$ cat src/rtl/y86_regfile_sb.sv
// Y86 register file: two bypassed read ports, two write ports (M over E),
// and a per-register pending-write scoreboard that raises decode stalls.
module y86_regfile_sb #(
    parameter int DATA_W  = 64,
    parameter int NREGS   = 15,
    parameter int ADDR_W  = 4,
    parameter int SP_IDX  = 4,
    parameter int SP_INIT = 1023,
    parameter int PEND_W  = 2
) (
    input  logic                    clk,
    input  logic                    rst_n,
    input  logic [ADDR_W-1:0]       srcA,
    input  logic [ADDR_W-1:0]       srcB,
    output logic [DATA_W-1:0]       valA,
    output logic [DATA_W-1:0]       valB,
    input  logic                    issue_valid,
    input  logic [ADDR_W-1:0]       issue_dstE,
    input  logic [ADDR_W-1:0]       issue_dstM,
    output logic                    stall,
    input  logic [ADDR_W-1:0]       wb_dstE,
    input  logic [DATA_W-1:0]       wb_valE,
    input  logic [ADDR_W-1:0]       wb_dstM,
    input  logic [DATA_W-1:0]       wb_valM,
    output logic [NREGS*DATA_W-1:0] regs_flat
);

    localparam logic [ADDR_W:0]   NREGS_L = (ADDR_W+1)'(NREGS);
    localparam logic [PEND_W-1:0] CMAX    = '1;

    logic [DATA_W-1:0] regs_q [NREGS];
    logic [DATA_W-1:0] regs_d [NREGS];
    logic [PEND_W-1:0] cnt_q  [NREGS];
    logic [PEND_W-1:0] cnt_d  [NREGS];
    logic              accept;

    function automatic logic idx_ok(input logic [ADDR_W-1:0] a);
        return {1'b0, a} < NREGS_L;
    endfunction

    function automatic logic wb_hit(input logic [ADDR_W-1:0] a);
        return idx_ok(a) && ((a == wb_dstE) || (a == wb_dstM));
    endfunction

    function automatic logic [PEND_W-1:0] cnt_of(input logic [ADDR_W-1:0] a);
        logic [PEND_W-1:0] c;
        c = '0;
        for (int r = 0; r < NREGS; r++) begin
            if (a == ADDR_W'(r)) c = cnt_q[r];
        end
        return c;
    endfunction

    // Outstanding writes left after this cycle's writeback is retired.
    function automatic logic pend_pos(input logic [ADDR_W-1:0] a);
        logic [PEND_W-1:0] c;
        c = cnt_of(a);
        if (wb_hit(a) && (c != '0)) c = c - 1'b1;
        return idx_ok(a) && (c != '0);
    endfunction

    function automatic logic full(input logic [ADDR_W-1:0] a);
        return idx_ok(a) && (cnt_of(a) == CMAX) && !wb_hit(a);
    endfunction

    // Writeback data bypasses the array so decode sees it in the same cycle.
    function automatic logic [DATA_W-1:0] rd(input logic [ADDR_W-1:0] a);
        logic [DATA_W-1:0] v;
        v = '0;
        if (idx_ok(a)) begin
            if (a == wb_dstM) begin
                v = wb_valM;
            end else if (a == wb_dstE) begin
                v = wb_valE;
            end else begin
                for (int r = 0; r < NREGS; r++) begin
                    if (a == ADDR_W'(r)) v = regs_q[r];
                end
            end
        end
        return v;
    endfunction

    // Read ports, stall decision and issue acceptance.
    always_comb begin
        valA   = rd(srcA);
        valB   = rd(srcB);
        stall  = issue_valid &&
                 (pend_pos(srcA) || pend_pos(srcB) ||
                  full(issue_dstE) || full(issue_dstM));
        accept = issue_valid && !stall;
    end

    // Next-state for register data and scoreboard counters.
    always_comb begin
        for (int r = 0; r < NREGS; r++) begin
            logic inc;
            logic dec;
            regs_d[r] = regs_q[r];
            cnt_d[r]  = cnt_q[r];
            if (wb_dstE == ADDR_W'(r)) regs_d[r] = wb_valE;
            if (wb_dstM == ADDR_W'(r)) regs_d[r] = wb_valM;
            inc = accept && ((issue_dstE == ADDR_W'(r)) ||
                             (issue_dstM == ADDR_W'(r)));
            dec = ((wb_dstE == ADDR_W'(r)) || (wb_dstM == ADDR_W'(r))) &&
                  (cnt_q[r] != '0);
            if (inc && !dec) cnt_d[r] = cnt_q[r] + 1'b1;
            else if (dec && !inc) cnt_d[r] = cnt_q[r] - 1'b1;
        end
    end

    // State registers; reset reloads the stack pointer and clears pending counts.
    always_ff @(posedge clk or negedge rst_n) begin
        if (!rst_n) begin
            for (int r = 0; r < NREGS; r++) begin
                regs_q[r] <= (r == SP_IDX) ? DATA_W'(SP_INIT) : '0;
                cnt_q[r]  <= '0;
            end
        end else begin
            for (int r = 0; r < NREGS; r++) begin
                regs_q[r] <= regs_d[r];
                cnt_q[r]  <= cnt_d[r];
            end
        end
    end

    // Flattened view of the architectural registers.
    always_comb begin
        regs_flat = '0;
        for (int r = 0; r < NREGS; r++) begin
            regs_flat[r*DATA_W +: DATA_W] = regs_q[r];
        end
    end

endmodule

$ cat config.mk
export PLATFORM = sky130hd
export DESIGN_NAME = y86_regfile_sb
export DESIGN_NICKNAME = d
export VERILOG_FILES = /design/src/rtl/y86_regfile_sb.sv
export SDC_FILE = /design/constraint.sdc
export NUM_CORES = 2
export LEC_CHECK = 0
export BUFFER_PORTS_ARGS = -buffer_cell sky130_fd_sc_hd__buf_2
export CORE_AREA = 3 3 480 482
export DETAILED_ROUTE_END_ITERATION = 7
export DIE_AREA = 0 0 483 485
export PLACE_DENSITY = 0.52
export SETUP_SLACK_MARGIN = 0.15
export SYNTH_ARGS = -nofsm -noshare
export SYNTH_HDL_FRONTEND = slang
export SYNTH_SLANG_ARGS = --single-unit
$ cat constraint.sdc
create_clock -name clk -period 4.1 [get_ports clk]
set_clock_uncertainty 0.1 [all_clocks]
set_input_delay 0.82 -clock clk [delete_from_list [all_inputs] [get_ports clk]]
set_output_delay 0.82 -clock clk [all_outputs]
set_load 0.03 [all_outputs]
==> impl_metrics.tcl <==
set metrics [dict create \
    synth_top_area_share 0.3831 \
    synth_area_per_cell_um2 8.659 \
    leakage_nw 40.14 \
    critPathLaunchType "register" \
    synth_edf_count 0 \
    hold_viol 0 \
    slew_headroom 0.2057 \
    maxCapViolCount 0 \
    stdcell_count 12230 \
    cp_cell_sequence "a211oi_1 > a2bb2oi_1 > a211o_1 > ha_1 > and2_1 > a221o_1 > buf_12 > o311ai_4 > o21a_4 > buf_6" \
    final_cell_mix "buf_2 (1,106), mux2i_1 (1,024), dfrtp_1 (972)" \
    dieArea_mm2 0.2343 \
    grt_pass1_vias 72620 \
    rows 175 \
    htree_levels 4 \
    grt_first_pass_wirelength_um 727900 \
    gr-total-overflow 0 \
    required_ns 3.18 \
    pre_cts_ws_ns -0.8353 \
    core_area_mm2 0.2268 \
    power_density_mw_per_mm2 527.2 \
    min_path_type "in -> reg" \
    dp_hpwl_um 393300 \
    final_common_cell "buf_2" \
    antenna_left 0 \
    first_iter_violations 14350 \
    cts-root-buf "clkbuf_16" \
    min_from "wb_valM[53]" \
    start_util 0.2822 \
    yosys-top-cells-area "dfrtp_1 (38%), mux2i_1 (16%), o21ai_0 (6.8%)" \
    drc 70 \
    setup_ws_ns -0.3472 \
    path_clk_slew_ns 0.07 \
    gp_congestion 1.013 \
    setup_viol 93 \
    syn-num-nets 7566 \
    r2r-start "cnt_q[13]" \
    postSynthCellCount 7394 \
    placedInstanceArea_mm2 0.08003 \
    area_growth_pct 46.77 \
    synth.largest_area_cell "dfrtp_1" \
    period_needed_ns 4.447 \
    cts_num_sinks 990 \
    grt_util_all_layers 0.4577 \
    critPathArrivalTime_ns 3.53 \
    yosysSeqAreaShare 0.3872 \
    fin_setup_tns_ns -8.021 \
    io_buffers 1243 \
    ys_warn_count 0 \
    ios 1244 \
    cts_tree "built" \
    fillerInstances 22510 \
    hold_ws_ns 0.2158 \
    synth.distinct_cells 82 \
    multi_input_area_mm2 0.03827 \
    final-seq-area_mm2 0.02480 \
    peakVddDrop_mv 0.4511 \
    place_inst 11560 \
    design_area_mm2 0.09397 \
    worst_slew_pin_slew_ns 1.191 \
    layout-drive-gt1-share 0.3587 \
    drt-vias-per-instance 6.525 \
    status "complete, but fails checks" \
    cts_buffers 130 \
    cpMaxStageDelayCell "dfrtp_1" \
    max-clock-path-buffers 3 \
    dr.pass1.iters 8 \
    ys_ff_latch 990 \
    fmax_ghz 0.2249 \
    power_mw 49.53 \
    wl_per_cell_um 46.13 \
    ys_async_sr_fraction 1.000 \
    wirelength_um 564200 \
    grt_max_degree 129 \
    fin_nets 9236 \
    violations "DRC, setup timing" \
    crit_start "cnt_q[13]" \
    maxSlewViolCount 0 \
    die_h_um 485 \
    final_core_util 0.4142 \
    cp_slowest_stage_delay_ns 0.70 \
    path_max_fanout 6 \
    worst_setup_path_end_kind "primary output" \
    rsz0062_at_grt "yes" \
    fp.dieW_um 483 \
    crit_type "reg -> out" \
    netlist_area_mm2 0.06402 \
    synth_flop_cell "dfrtp_1" \
    clock_latency_ns 0.82 \
    grt_antenna_before_repair 67 \
    num_vias 79800 \
    period_share 1.085 \
]
-- worst max-delay path, delay by kind of cell (launching register included) --
| family | cells | cell delay [ns] |
|---|---|---|
| AOI/OAI and AO/OA | 6 | 1.26 |
| DFF | 1 | 0.70 |
| buffers and inverters | 2 | 0.28 |
| adders and majority gates | 1 | 0.29 |
| and+or+nand+nor | 1 | 0.16 |
-- state kept, by name, summed over array words and instances, names as in the netlist --
register,flops
cnt_q,30
regs_flat,960
-- final timing paths --
kind / to / slack (ns) / depth (start not counted)
worst max-delay path: stall / -0.35 / 10
worst min-delay path: regs_flat[949] / 0.22 / 3
worst max register to register: cnt_q[16] / 0.29 / 13
worst min register to register: regs_flat[264] / 0.51 / 2
max in group asynchronous: regs_flat[228] / 2.09 / 4
min in group asynchronous: regs_flat[131] / 0.52 / 2
-- cells by family after synthesis --
family	Yosys count	share of synthesized area
AO/OA/AOI/OAI	2444	0.2382
AND/OR/NAND/NOR	1812	0.1219
multiplexers	1090	0.1749
flip-flops	990	0.3872
buffers and inverters	964	0.06395
XOR/XNOR	77	0.01053
adder cells (fa/ha/maj)	17	0.003322
-- metal layers --
layer,GRT usage,up-vias,routed length (um)
met4,0.3021,22,48570
met1,0.5741,39740,211900
li1,-,30460,-
met5,0,-,141
met2,0.6432,7597,224200
met3,0.1852,1974,79450
-- timing repair --
item,in CTS,in global routing
cloned,22,5
endpoints found under the setup margin,129,128
hold buffers,1,0
pin swaps,341,275
setup buffers,280,79
endpoints found under the hold margin,33,0
resized for setup,873,342
-- synth_stat cells (all sizes together) (18+ instances only) --
| cell | number |
|---|---|
| o211ai | 32 |
| inv | 19 |
| xor2 | 36 |
| a22o | 77 |
| clkbuf | 612 |
| mux2i | 1024 |
| or2 | 19 |
| a221oi | 105 |
| nand4 | 33 |
| mux4 | 18 |
| nor2b | 21 |
| o221ai | 91 |
| nor2 | 436 |
| o21ai | 868 |
| a211oi | 32 |
| o22ai | 126 |
| a21oi | 577 |
| dfrtp | 980 |
| a222oi | 73 |
| mux2 | 48 |
| a31oi | 30 |
| nand2b | 29 |
| nand2 | 983 |
| buf | 333 |
| nor3 | 74 |
| and3 | 31 |
| a22oi | 295 |
| xnor2 | 41 |
| nand3 | 117 |
-- final cells by class --
cell class | count | share of cell area
tap | 3009 | 0.04007
timing repair buffer | 2483 | 0.2405
multi-input combinational | 5440 | 0.4073
inverter | 19 | 0.0007723
antenna | 51 | 0.001358
clock inverter | 45 | 0.005659
clock buffer | 193 | 0.04041
sequential | 990 | 0.2639
-- power by group --
group / internal (mW) / switching, mW / leakage (nW)
sequential: 12.0 / 5.31 / 11.8
clock: 6.96 / 5.18 / 2.12
combinational: 6.62 / 13.5 / 26.2
No activity file was read; power rests on OpenSTA's default activity.
